**config.mk**
```make
export PLATFORM = sky130hd
export DESIGN_NAME = ham_encoder_tx
export DESIGN_NICKNAME = d
export VERILOG_FILES = /design/src/rtl/ham_pkg.sv /design/src/rtl/ham_serializer.sv /design/src/rtl/ham_encoder_tx.sv
export SDC_FILE = /design/constraint.sdc
export NUM_CORES = 1
export LEC_CHECK = 0
export ABC_CLOCK_PERIOD_IN_PS = 2200
export CAP_MARGIN = 20
export CORE_MARGIN = 5
export CORE_UTILIZATION = 36
export DETAILED_ROUTE_END_ITERATION = 12
export PLACE_DENSITY = 0.71
export SLEW_MARGIN = 20
export SYNTH_ARGS = -nofsm -noshare
export SYNTH_HDL_FRONTEND = slang
export SYNTH_SLANG_ARGS = --single-unit
```
**constraint.sdc**
```tcl
create_clock -name clk -period 2.2 [get_ports clk]
set_input_delay 0.44 -clock clk [delete_from_list [all_inputs] [get_ports clk]]
set_output_delay 0.44 -clock clk [all_outputs]
set_load 0.02 [all_outputs]
```
**src/rtl/ham_pkg.sv**
```systemverilog
// Shared Hamming(7,4) constants, FSM state type and the encode function
// used by the transmit path.
package ham_pkg;

    localparam int CW_W   = 7;
    localparam int DATA_W = 4;

    // Bit indices of the parity positions 1, 2 and 4 within the codeword
    localparam int P1_IDX = 0;
    localparam int P2_IDX = 1;
    localparam int P4_IDX = 3;

    typedef enum logic {
        ST_IDLE  = 1'b0,
        ST_SHIFT = 1'b1
    } ham_state_t;

    function automatic logic [CW_W-1:0] ham_encode(input logic [DATA_W-1:0] d);
        logic [CW_W-1:0] cw;
        cw         = '0;
        cw[2]      = d[0];
        cw[4]      = d[1];
        cw[5]      = d[2];
        cw[6]      = d[3];
        cw[P1_IDX] = d[0] ^ d[1] ^ d[3];
        cw[P2_IDX] = d[0] ^ d[2] ^ d[3];
        cw[P4_IDX] = d[1] ^ d[2] ^ d[3];
        return cw;
    endfunction

endpackage

```
**src/rtl/ham_serializer.sv**
```systemverilog
// LSB-first serializer for one 7-bit codeword; each bit is held
// CLKS_PER_BIT cycles, with start/end-of-frame flags.
module ham_serializer
    import ham_pkg::*;
#(
    parameter int CLKS_PER_BIT = 1
) (
    input  logic            clk,
    input  logic            rst,
    input  logic            load,
    input  logic [CW_W-1:0] load_data,
    output logic            busy,
    output logic            tx_bit,
    output logic            tx_valid,
    output logic            tx_sof,
    output logic            tx_eof
);

    localparam logic [7:0] CNT_LAST = 8'(CLKS_PER_BIT - 1);
    localparam logic [2:0] IDX_LAST = 3'(CW_W - 1);

    ham_state_t      state_reg, state_next;
    logic [7:0]      cnt_reg, cnt_next;
    logic [2:0]      idx_reg, idx_next;
    logic [CW_W-1:0] sr_reg, sr_next;

    always_ff @(posedge clk or posedge rst) begin
        if (rst) begin
            state_reg <= ST_IDLE;
            cnt_reg   <= '0;
            idx_reg   <= '0;
            sr_reg    <= '0;
        end else begin
            state_reg <= state_next;
            cnt_reg   <= cnt_next;
            idx_reg   <= idx_next;
            sr_reg    <= sr_next;
        end
    end

    // Outputs decode straight from the registers so an asynchronous reset
    // clears them in the same cycle it is asserted.
    always_comb begin
        state_next = state_reg;
        cnt_next   = cnt_reg;
        idx_next   = idx_reg;
        sr_next    = sr_reg;
        busy       = 1'b0;
        tx_bit     = 1'b0;
        tx_valid   = 1'b0;
        tx_sof     = 1'b0;
        tx_eof     = 1'b0;
        case (state_reg)
            ST_IDLE: begin
                if (load) begin
                    state_next = ST_SHIFT;
                    cnt_next   = '0;
                    idx_next   = '0;
                    sr_next    = load_data;
                end
            end
            ST_SHIFT: begin
                busy     = 1'b1;
                tx_valid = 1'b1;
                tx_bit   = sr_reg[idx_reg];
                tx_sof   = (idx_reg == 3'd0);
                tx_eof   = (idx_reg == IDX_LAST);
                if (cnt_reg == CNT_LAST) begin
                    cnt_next = '0;
                    if (idx_reg == IDX_LAST) begin
                        state_next = ST_IDLE;
                    end else begin
                        idx_next = idx_reg + 3'd1;
                    end
                end else begin
                    cnt_next = cnt_reg + 8'd1;
                end
            end
            default: state_next = ST_IDLE;
        endcase
    end

endmodule

```
**src/rtl/ham_encoder_tx.sv**
```systemverilog
// Hamming(7,4) encoder with single-bit error injection, registered
// codeword output and a serial transmit port.
module ham_encoder_tx
    import ham_pkg::*;
#(
    parameter int CLKS_PER_BIT = 1
) (
    input  logic              clk,
    input  logic              rst,
    input  logic              in_valid,
    output logic              in_ready,
    input  logic [DATA_W-1:0] in_data,
    input  logic [2:0]        inj_pos,
    output logic [CW_W-1:0]   cw_out,
    output logic              cw_valid,
    output logic              tx_bit,
    output logic              tx_valid,
    output logic              tx_sof,
    output logic              tx_eof
);

    logic            busy;
    logic            accept;
    logic [CW_W-1:0] inj_mask;
    logic [CW_W-1:0] cw_next;
    logic [CW_W-1:0] cw_out_reg;
    logic            cw_valid_reg;

    assign in_ready = ~busy;
    assign accept   = in_valid & in_ready;

    // inj_pos counts Hamming positions from 1, so position gi+1 maps to bit gi
    generate
        for (genvar gi = 0; gi < CW_W; gi++) begin : g_inj
            assign inj_mask[gi] = (inj_pos == 3'(gi + 1));
        end
    endgenerate

    assign cw_next = ham_encode(in_data) ^ inj_mask;

    always_ff @(posedge clk or posedge rst) begin
        if (rst) begin
            cw_out_reg   <= '0;
            cw_valid_reg <= 1'b0;
        end else begin
            cw_valid_reg <= accept;
            if (accept) begin
                cw_out_reg <= cw_next;
            end
        end
    end

    assign cw_out   = cw_out_reg;
    assign cw_valid = cw_valid_reg;

    ham_serializer #(
        .CLKS_PER_BIT(CLKS_PER_BIT)
    ) u_ser (
        .clk       (clk),
        .rst       (rst),
        .load      (accept),
        .load_data (cw_next),
        .busy      (busy),
        .tx_bit    (tx_bit),
        .tx_valid  (tx_valid),
        .tx_sof    (tx_sof),
        .tx_eof    (tx_eof)
    );

endmodule

```
Yosys cells after proc, flatten, opt, wreduce, memory -nomap -nowiden
Index checks and enable logic that the tools add are counted.
{"block": "op_classes", "add_sub_neg": 2, "order_cmp": 1, "n_eq_ne": 11, "n_mux": 17, "n_bitwise": 10, "reduce_logical": 4}
{"cell": "two-way mux 8 bit", "n": 2}
{"cell": "one-hot mux 8 bit (2 select lines)", "n": 1}
{"cell": "equality test 3 bit (second input constant)", "n": 5}
{"cell": "two-way mux 3 bit", "n": 3}
{"cell": "adder 8 x 1 -> 8 bit (second input constant)", "n": 1}
{"cell": "zero test 8 bit", "n": 1}
{"cell": "two-way mux 1 bit", "n": 8}
{"cell": "XOR 7 bit", "n": 1}
{"cell": "equality test 3 x 2 -> 1 bit (second input constant)", "n": 2}
{"cell": "inequality test 2 bit (second input constant)", "n": 3}
{"cell": "one-hot mux 3 bit (2 select lines)", "n": 1}
{"cell": "XOR 1 bit", "n": 6}
{"cell": "less-than comparator 3 x 4 -> 1 bit (second input constant)", "n": 1}
{"cell": "adder 3 x 1 -> 3 bit (second input constant)", "n": 1}
{"cell": "binary-select mux 1 bit (select 3 bit)", "n": 1}
{"cell": "equality test 3 x 1 -> 1 bit (second input constant)", "n": 1}
{"cell": "zero test 3 bit", "n": 1}
{"cell": "AND reduction 3 bit", "n": 1}
{"cell": "inverter 1 bit", "n": 2}
{"cell": "one-hot mux 1 bit (2 select lines)", "n": 1}
{"cell": "AND reduction 2 bit", "n": 1}
{"cell": "bitwise AND 1 bit", "n": 1}
{"block": "word_totals", "reg_bits": 27, "out_inout_bits": 13}

Depth between registers and ports, before layout
{"block": "logic_depth", "ltp_word": 5, "mapped_depth": 6, "ltp_nobuf": 6}

Hierarchy
From an unflattened synthesis, not the netlist that was laid out.
{"block": "hier_totals", "cells_unflattened": 142, "area_unflattened_um2": 1549.0}
{"module": "ham_serializer", "n_inst": 1, "cells_each": 103, "area_each_um2": 1054.8, "seq_area_each_um2": 475.5}
{"module": "ham_encoder_tx", "n_inst": 1, "cells_each": 39, "area_each_um2": 494.2, "seq_area_each_um2": 200.2}

Worst setup path after synthesis
Ideal clock, no wire load.
{"block": "synth_timing", "path_type": "flip-flop to output port", "from": "register u_ser.state_reg", "to": "output tx_sof", "arrival_ns": 1.702, "slack_ns": 0.058, "path_stages_with_launch": 4, "path_buffers": 1, "cell_sequence": "dfrtp_1 -> clkbuf_1 -> clkinv_1 -> nor3b_1"}
{"block": "synth_between", "elab_chain_cells": 1}
{"item": "from (decl)", "line_no": "ham_serializer.sv:22", "source": "ham_state_t state_reg, state_next;"}
{"item": "from (signal assigned)", "line_no": "ham_serializer.sv:34", "source": "state_reg <= state_next;"}
{"item": "two-way mux 1 bit", "line_no": "ham_serializer.sv:53", "source": "case (state_reg)"}
{"item": "to (decl)", "line_no": "ham_encoder_tx.sv:18", "source": "output logic tx_sof,"}
No other way between the ends.

Final worst setup path
{"block": "layout_timing", "from": "register u_ser.cnt_reg[1]", "to": "register u_ser.idx_reg[1]"}
{"block": "layout_between", "elab_chain_cells": 3}
{"item": "from (decl)", "line_no": "ham_serializer.sv:23", "source": "logic [7:0] cnt_reg, cnt_next;"}
{"item": "from (signal assigned)", "line_no": "ham_serializer.sv:35", "source": "cnt_reg <= cnt_next;"}
{"item": "zero test 8 bit", "line_no": "ham_serializer.sv:68", "source": "if (cnt_reg == CNT_LAST) begin"}
{"item": "inequality test 2 bit (no line)"}
{"item": "AND reduction 3 bit (no line)"}
{"item": "to (signal assigned)", "line_no": "ham_serializer.sv:36", "source": "idx_reg <= idx_next;"}
{"item": "to (decl)", "line_no": "ham_serializer.sv:24", "source": "logic [2:0] idx_reg, idx_next;"}
No other way between the ends.
A chain may end at the register's enable or synchronous reset.

==> flow_summary.ini <==
[critical_path]
cp_data_arrival_time_ns = 2.33
r2r-start = u_ser.cnt_reg[1]$_DFFE_PP0P_
r2r_cells = 6
r2r_end = u_ser.idx_reg[1]$_DFFE_PP0P_
rrSetupSlack_ns = 0.08
crit_type = flop to flop
cp-start-kind = flop
end_kind = flop
cp.required_ns = 2.40
path_max_fanout = 3

[place]
place.gp.congestion = 0.884
dp_slack_ns = 0.0476
io_buffer_count = 22
dpl_cell_area_um2 = 1480
hpwl_um = 2020
placedCellCount = 197

[finish]
largest_reg_flops = 8
final_layout_size_suffix_gt1_share_pct = 9.49
layout.cells.non_filler = 202
syn_to_final_growth_pct = 30.2
finish.utilization_pct = 49.5
nets = 174
design_area_um2 = 1540
antenna_cells = 0

[power_and_ir_drop]
finalPower_mw = 1.59
powerDensity_nw_per_um2 = 1040
power.leakage_nw = 0.670
max-vdd-ir-drop_uv = 383

[synth]
synth_area_leaders = dfrtp_1 42%, nand2_1 7.0%, o21ai_0 6.4%, ha_1 5.3%, xnor2_1 5.2%
synthCells = 129
ys_ff_latch = 20
ys_warn_count = 0
seq_area_frac_synth_pct = 42.4
synth_top_cell_by_area = dfrtp_1
synth_nets = 144
synth_top_cell_area_share_pct = 42.4
syn_area_um2 = 1180
synth.distinct_cells = 31
avgSynthCellArea_um2 = 9.15

[hold_path]
hold_path_class = input pin to async pin

[global_route]
antenna_found_initial = 0
overflow = 0
track_usage_pct = 13.2
grt_max_degree = 21
grt_pass1_wl_um = 4590
grt_pass1_vias = 1024

[clock_tree]
cts_hold_buffers = 0
cts_tree = done
h-tree-depth = 1
cts_root_buf = clkbuf_4
cts_inserted_buffers = 3
clk_latency_ns = 0.31
clockBufferDepth = 2
clk_pin_slew_ns = 0.12
clock-sinks = 20

[floorplan]
dieWidth_um = 67.3
initial_core_util_pct = 38.0
dieArea_um2 = 4520
core_um2 = 3100
io_pins = 23
die_h_um = 67.3
placementRows = 20

[run_status]
status = completed

[sta]
setup_viol = 0
tightestPinTransition_ns = 0.440
hold_ws_ns = 0.436
fmax_ghz = 0.471
slew_violations = 0
fin_crit_ns = 2.12
relSlewSlack_pct = 70.3
min_period_over_period_pct = 96.5
fin_setup_tns_ns = 0
timing.final.hold_violations = 0
skew_ns = 0.00703
setup_slack_ns = 0.0769
rsz0062_at_grt = false

[drt]
ant_nets = 0
dr.pass1.iters = 4
via_per_inst = 5.01
num_vias = 1012
drc = 0
first_iter_violations = 100
wl_per_cell_um = 12.9
wl_um = 2600

[job]
max-cap-violations = 0
## cell usage in the layout, fill, tap and decap left out, types with 4 or more instances in the layout
cell / n
clkdlybuf4s50_1: 19
nor2_1: 9
nand2_1: 22
buf_4: 7
dfrtp_1: 20
o21ai_0: 15
xor2_1: 7
a21oi_1: 4
inv_1: 7
ha_1: 5
xnor2_1: 7
## metal layers
metal	track usage [%]	part of all wire [%]	routed length (µm)
met1	15.7	42	1100
met2	23.1	50	1300
met3	3.99	6.9	180
met4	3.80	0.65	17
met5	0	0	0
## cells by family (layout without fill, tap and decap cells)
group	after synthesis	count (layout)	synth area share [%]
AND/OR/NAND/NOR	46	46	18.7
AO/OA/AOI/OAI	30	30	16.5
flip-flops	20	20	42.4
XOR/XNOR	14	14	10.4
buffers and inverters	12	41	3.92
adder cells (fa/ha/maj)	5	5	5.30
multiplexers	2	2	2.76
## worst max path at each step
stage / start / depth (start not counted) / slack, ns / to
final: u_ser.cnt_reg[1]$_DFFE_PP0P_ / 6 / 0.08 / u_ser.idx_reg[1]$_DFFE_PP0P_
after global routing: u_ser.cnt_reg[0]$_DFFE_PP0P_ / 6 / 0.01 / u_ser.idx_reg[1]$_DFFE_PP0P_
after CTS: u_ser.idx_reg[0]$_DFFE_PP0P_ / 4 / 0.02 / tx_bit
after detailed placement: u_ser.cnt_reg[1]$_DFFE_PP0P_ / 6 / 0.05 / u_ser.idx_reg[1]$_DFFE_PP0P_
after global placement: u_ser.cnt_reg[1]$_DFFE_PP0P_ / 6 / 0.10 / u_ser.idx_reg[1]$_DFFE_PP0P_
after floorplan: u_ser.state_reg$_DFF_PP0_ / 3 / 0.06 / tx_sof
## power breakdown
group	total (mW)	switching, mW	internal [mW]
Clock	0.302	0.118	0.184
Sequential	0.646	0.160	0.486
Combinational	0.643	0.321	0.322
## cell type report
class / instances / area [µm²]
clock buffers: 3 / 22.5
clock inverters: 1 / 30.0
fillers: 295 / 1570
inverters: 8 / 30.0
multi-input cells: 97 / 633
flip-flops and latches: 20 / 500
well taps: 44 / 55.1
repair buffers: 29 / 265
## timing repair
item | CTS | global route
resized for setup | 4 | 1
setup buffers | 0 | 1
setup endpoints to repair | 3 | 3
## cells in the mapped netlist
cell,instances
a21o_1,2
a21oi_1,4
a311oi_1,1
a31oi_1,2
a32o_1,1
a41oi_1,1
and3_1,1
clkbuf_1,3
clkbuf_2,1
clkinv_1,1
dfrtp_1,20
ha_1,5
inv_1,7
mux2i_1,1
mux4_2,1
nand2_1,22
nand3_1,3
nand3b_1,3
nor2_1,9
nor3_1,1
nor3b_1,3
nor4_1,2
o211ai_1,1
o21ai_0,15
o31ai_1,1
o41a_4,1
o41ai_1,1
or3_1,1
or4b_4,1
xnor2_1,7
xor2_1,7
## worst max-delay path: stages (launching register included)
cell,delay [ns]
dfrtp_1,0.40
inv_1,0.08
ha_1,0.13
or4b_4,0.48
o41a_4,0.36
or3_1,0.37
a32o_1,0.21
(Power assumes the default switching activity.)
==> RTL edit 1, RTL diff (same flow settings) <==
Set the package constant `CW_W` to 14 (it was 7).
--- a/src/rtl/ham_pkg.sv
+++ b/src/rtl/ham_pkg.sv
@@ -3,5 +3,5 @@
 package ham_pkg;
 
-    localparam int CW_W   = 7;
+    localparam int CW_W   = 14;
     localparam int DATA_W = 4;
 
Ports: changed (resized cw_out); port bits go from 23 to 30. The function was not compared with the original's and may differ.
==> RTL edit 1 against the original RTL <==
  * Sequential power rose by 37%
  * Area after synthesis up 23%
  * Final area rose by 20%
  * Setup slack better by 0.086 ns
  * Combinational power is 38% higher
  * Wire length up 17%
  * Sequential cell count is 7 higher
  * Fmax grew 4.2%
  * Synthesized cell count is 14% higher
  * Power increased by 29%
==> RTL edit 1: results (changes against the original RTL) <==
- Run status: finished, final reports clean
- Leak: 0.8117 nW (+21%)
- Reg clk slew, reported paths: 0.09 ns (-0.03 ns)
- Synth Net Count: 162 (+13%)
- Later-pin clock latency in the skew report: 0.26 ns (-0.05 ns)
- Final nets: 197 (+13%)
- Vias in the first global route: 1195 (+17%)
- Layout cell share with drive strength beyond 1: 0.1050 (+0.01004)
- Met3 global-route usage: 0.04514 (+0.005210)
- Starting DRT DRC Count: 63 (-37%)
- Fillers: 357 (+21%)
- GP Congestion: 0.8165 (-7.6%)
- Area after DPL: 1810 sq um (+22%)
- Post-DP HPWL: 2354 um (+17%)
- First-pass GRT wire length: 5292 um (+15%)
- Post-Synth XOR/XNOR Area: 0.08470 (-0.01922)
- Post-synthesis mux area share: 0.03803 (+0.01046)
- Synth top cells by count: dfrtp_1 (27), nand2_1 (24), o21ai_0 (13), nor2_1 (9)
- Final Skew: 0.002588 ns (-0.004437 ns)
- Clk pwr share: 0.134 (-0.056)
- # port buffers: 29 (+32%)
- Peak supply drop: 0.6466 mV (+69%)
- Multi-Input Combinational: 108 (+11%)
- Met2 usage: 0.2175 (-0.01320)
- Psw: 0.8007 mW (+34%)
- Multi-input logic area: 714.4 sq um (+13%)
- CP max FO: 8 (+5)
- Root Buffer: clkbuf_8
- Metal2 WL: 1471 um (+13%)
- Routed met3 length: 226 um (+26%)
- Met1 usage: 0.1496 (-0.006927)
- Sequential share of cell area: 0.3654 (+0.03963)
- Plain + repair buffers: 34 (+17%)
- Largest net degree at the start of global routing: 28 (+33%)
RTL edit 1: cell types whose count changed after synthesis, moves of 2 or more:
| cell | delta |
|---|---|
| o21ai_0 | -2 |
| a21oi_1 | +3 |
| nand4_1 | +2 |
| nand2_1 | +2 |
| clkbuf_1 | -2 |
| nand3_1 | +2 |
| dfrtp_1 | +7 |
| nor4_1 | -2 |
| buf_2 | +2 |
| a21o_1 | -2 |
| a31oi_1 | +3 |
RTL edit 1: through the flow:
step	setup slack, ns	hold slack [ns]	util	total power, mW	std cells
6_report	0.1628	0.4844	0.4691	2.046	231
5_1_grt	0.06470	0.5369	0.4691	2.238	231
4_1_cts	0.02176	0.4906	0.4703	2.088	231
3_5_place_dp	0.07566	0.4665	0.4592	1.822	227
3_3_place_gp	0.09725	0.4644	0.4592	1.799	227
2_1_floorplan	0.5937	0.4927	-	1.435	147
RTL edit 1: path summary, 6_finish.rpt:
kind | startpoint | end | slack, ns | cells after the start
hold / removal | cw_out[11]$_DFFE_PP0P_ | cw_out[11]$_DFFE_PP0P_ | 0.48 | 2
hold reg to reg | cw_out[11]$_DFFE_PP0P_ | cw_out[11]$_DFFE_PP0P_ | 0.48 | 2
max in group asynchronous | rst | u_ser.idx_reg[0]$_DFFE_PP0P_ | 1.42 | 3
setup / recovery | u_ser.state_reg$_DFF_PP0_ | in_ready | 0.16 | 3
setup reg to reg | u_ser.cnt_reg[0]$_DFFE_PP0P_ | u_ser.cnt_reg[5]$_DFFE_PP0P_ | 0.58 | 6
min in group asynchronous | rst | u_ser.cnt_reg[2]$_DFFE_PP0P_ | 0.53 | 3
RTL edit 1: critical path, stage by stage, from the launching register on:
cell,delay (ns)
dfrtp_1,0.47
inv_1,0.11
buf_4,0.14
clkdlybuf4s50_1,0.61
==> RTL edit 2, RTL diff (config.mk and constraints unchanged) <==
Without the edit above. Make the reset (`rst`) synchronous in 2 clocked blocks. Comments in the files are not updated.
--- a/src/rtl/ham_serializer.sv
+++ b/src/rtl/ham_serializer.sv
@@ -25,5 +25,5 @@
     logic [CW_W-1:0] sr_reg, sr_next;
 
-    always_ff @(posedge clk or posedge rst) begin
+    always_ff @(posedge clk) begin
         if (rst) begin
             state_reg <= ST_IDLE;
--- a/src/rtl/ham_encoder_tx.sv
+++ b/src/rtl/ham_encoder_tx.sv
@@ -39,5 +39,5 @@
     assign cw_next = ham_encode(in_data) ^ inj_mask;
 
-    always_ff @(posedge clk or posedge rst) begin
+    always_ff @(posedge clk) begin
         if (rst) begin
             cw_out_reg   <= '0;
Formal check against the unedited RTL: differs if rst is asserted again (counterexample within 4 cycles, from zero or initial values and one cycle with rst high); with rst held inactive, the same outputs for 10 cycles.
==> RTL edit 2 against the original RTL <==
  * Sequential cell count is the same
  * Area after synthesis shrank 0.85%
  * Setup slack gained 0.031 ns
  * Final cell count grew 0.50%
  * Wire length grew 2.5%
  * Final area shrank 2.9%
  * Largest cell class unchanged
Power is not compared: it rests on default switching activity, and its combinational part moved more than twofold at a synthesized area within 25%.
==> RTL edit 2: results (changes against the original RTL) <==
- Count of different cell masters after synthesis: 40 (+29%)
- Synth Net Count: 148 (+2.8%)
- Run status: finished, final reports clean
- Crit path DAT: 1.65 ns (-0.68 ns)
- Post-DP HPWL: 2020 um (+0.10%)
- Slew HR: 0.7949 (+0.09187)
- Post-synthesis compound-gate area fraction: 0.1861 (+0.02067)
- First drt pass iteration count: 5 (+1)
- CP max-delay cell: mux4_2
- Post-synthesis mux area share: 0.04492 (+0.01735)
- Synth top cells by count: dfxtp_1 (20), nor2_1 (12), xnor2_1 (11), nand3_1 (9), inv_1 (7)
- Largest net degree at the start of global routing: 16 (-24%)
- Ranking of synthesized cells by area: dfxtp_1 (34%), xnor2_1 (8.2%), ha_1 (5.3%)
- Root Buffer: clkbuf_4
- Critical R2R Capture: u_ser.idx_reg[0]$_SDFFE_PP0P_
- GP Congestion: 0.8293 (-6.2%)
- Vias per cell: 5.276 (+5.3%)
- Critical path launch point: u_ser.idx_reg[0]$_SDFFE_PP0P_
- Vias in the first global route: 1007 (-1.7%)
- Crit path to: tx_bit
- Final nets: 175 (+0.57%)
- CP max FO: 2 (-1)
- Starting DRT DRC Count: 55 (-45%)
- Part of the Yosys area used for sequential elements: 0.3422 (-0.08193)
- GRT Util Overall: 0.1265 (-0.005896)
- Async S/R FF share, synth: 0 (-1.000)
- Top Family by Delay on Critical Path: multiplexers
- Synth Area in Adders: 0.05348 (+0.0004537)
- Min-Delay Path Class: reg2reg
- Layout cell share with drive strength beyond 1: 0.1195 (+0.02456)
- Synth Flop Type: dfxtp_1
- R2r startpoint: u_ser.cnt_reg[0]$_SDFFE_PP0P_
- Max reg flops: 8 (unchanged)
## RTL edit 2: cell count changes after synthesis, moves of 6 or more
cell,delta
dfrtp_1,-20
dfxtp_1,+20
nand2_1,-17
nand3_1,+6
o21ai_0,-9
xor2_1,-6
## RTL edit 2: final cells by class
| cell class | instances | area [sq um] |
|---|---|---|
| Inverter | 8 | 30.03 |
| Fill cell | 319 | 1585 |
| Clock buffer | 4 | 36.28 |
| Sequential cell | 20 | 402.9 |
| Multi-Input combinational cell | 100 | 713.2 |
| Tap cell | 44 | 55.05 |
| Timing Repair Buffer | 27 | 255.2 |
## RTL edit 2: metrics by stage
| step | std cells | hold slack (ns) | setup WS (ns) | instance area, sq um |
|---|---|---|---|---|
| after floorplan | 133 | 0.4747 | 0.5364 | 1170 |
| after global placement | 199 | 0.4932 | 0.1905 | 1456 |
| after detailed placement | 199 | 0.5021 | 0.1539 | 1456 |
| after CTS | 203 | 0.5210 | 0.05010 | 1489 |
| after global routing | 203 | 0.5600 | 0.01478 | 1493 |
| final | 203 | 0.5162 | 0.1080 | 1493 |
## RTL edit 2: layer usage
| layer | wire length (um) | global-route usage | share of wire |
|---|---|---|---|
| met3 | 187 | 0.02698 | 0.070 |
| met1 | 1252 | 0.1602 | 0.47 |
| met4 | 21 | 0.05570 | 0.0079 |
| met2 | 1206 | 0.2037 | 0.45 |
| met5 | 0 | 0 | 0 |
## RTL edit 2: what timing repair did
item	in CTS	in global routing
gates resized for setup	3	3
setup buffers	0	0
setup endpoints to repair	3	2
## RTL edit 2: power by group
| part | switching, mW | internal, mW |
|---|---|---|
| registers | 0.0133 | 0.379 |
| logic | 0.0919 | 0.0884 |
| clock network | 0.114 | 0.101 |
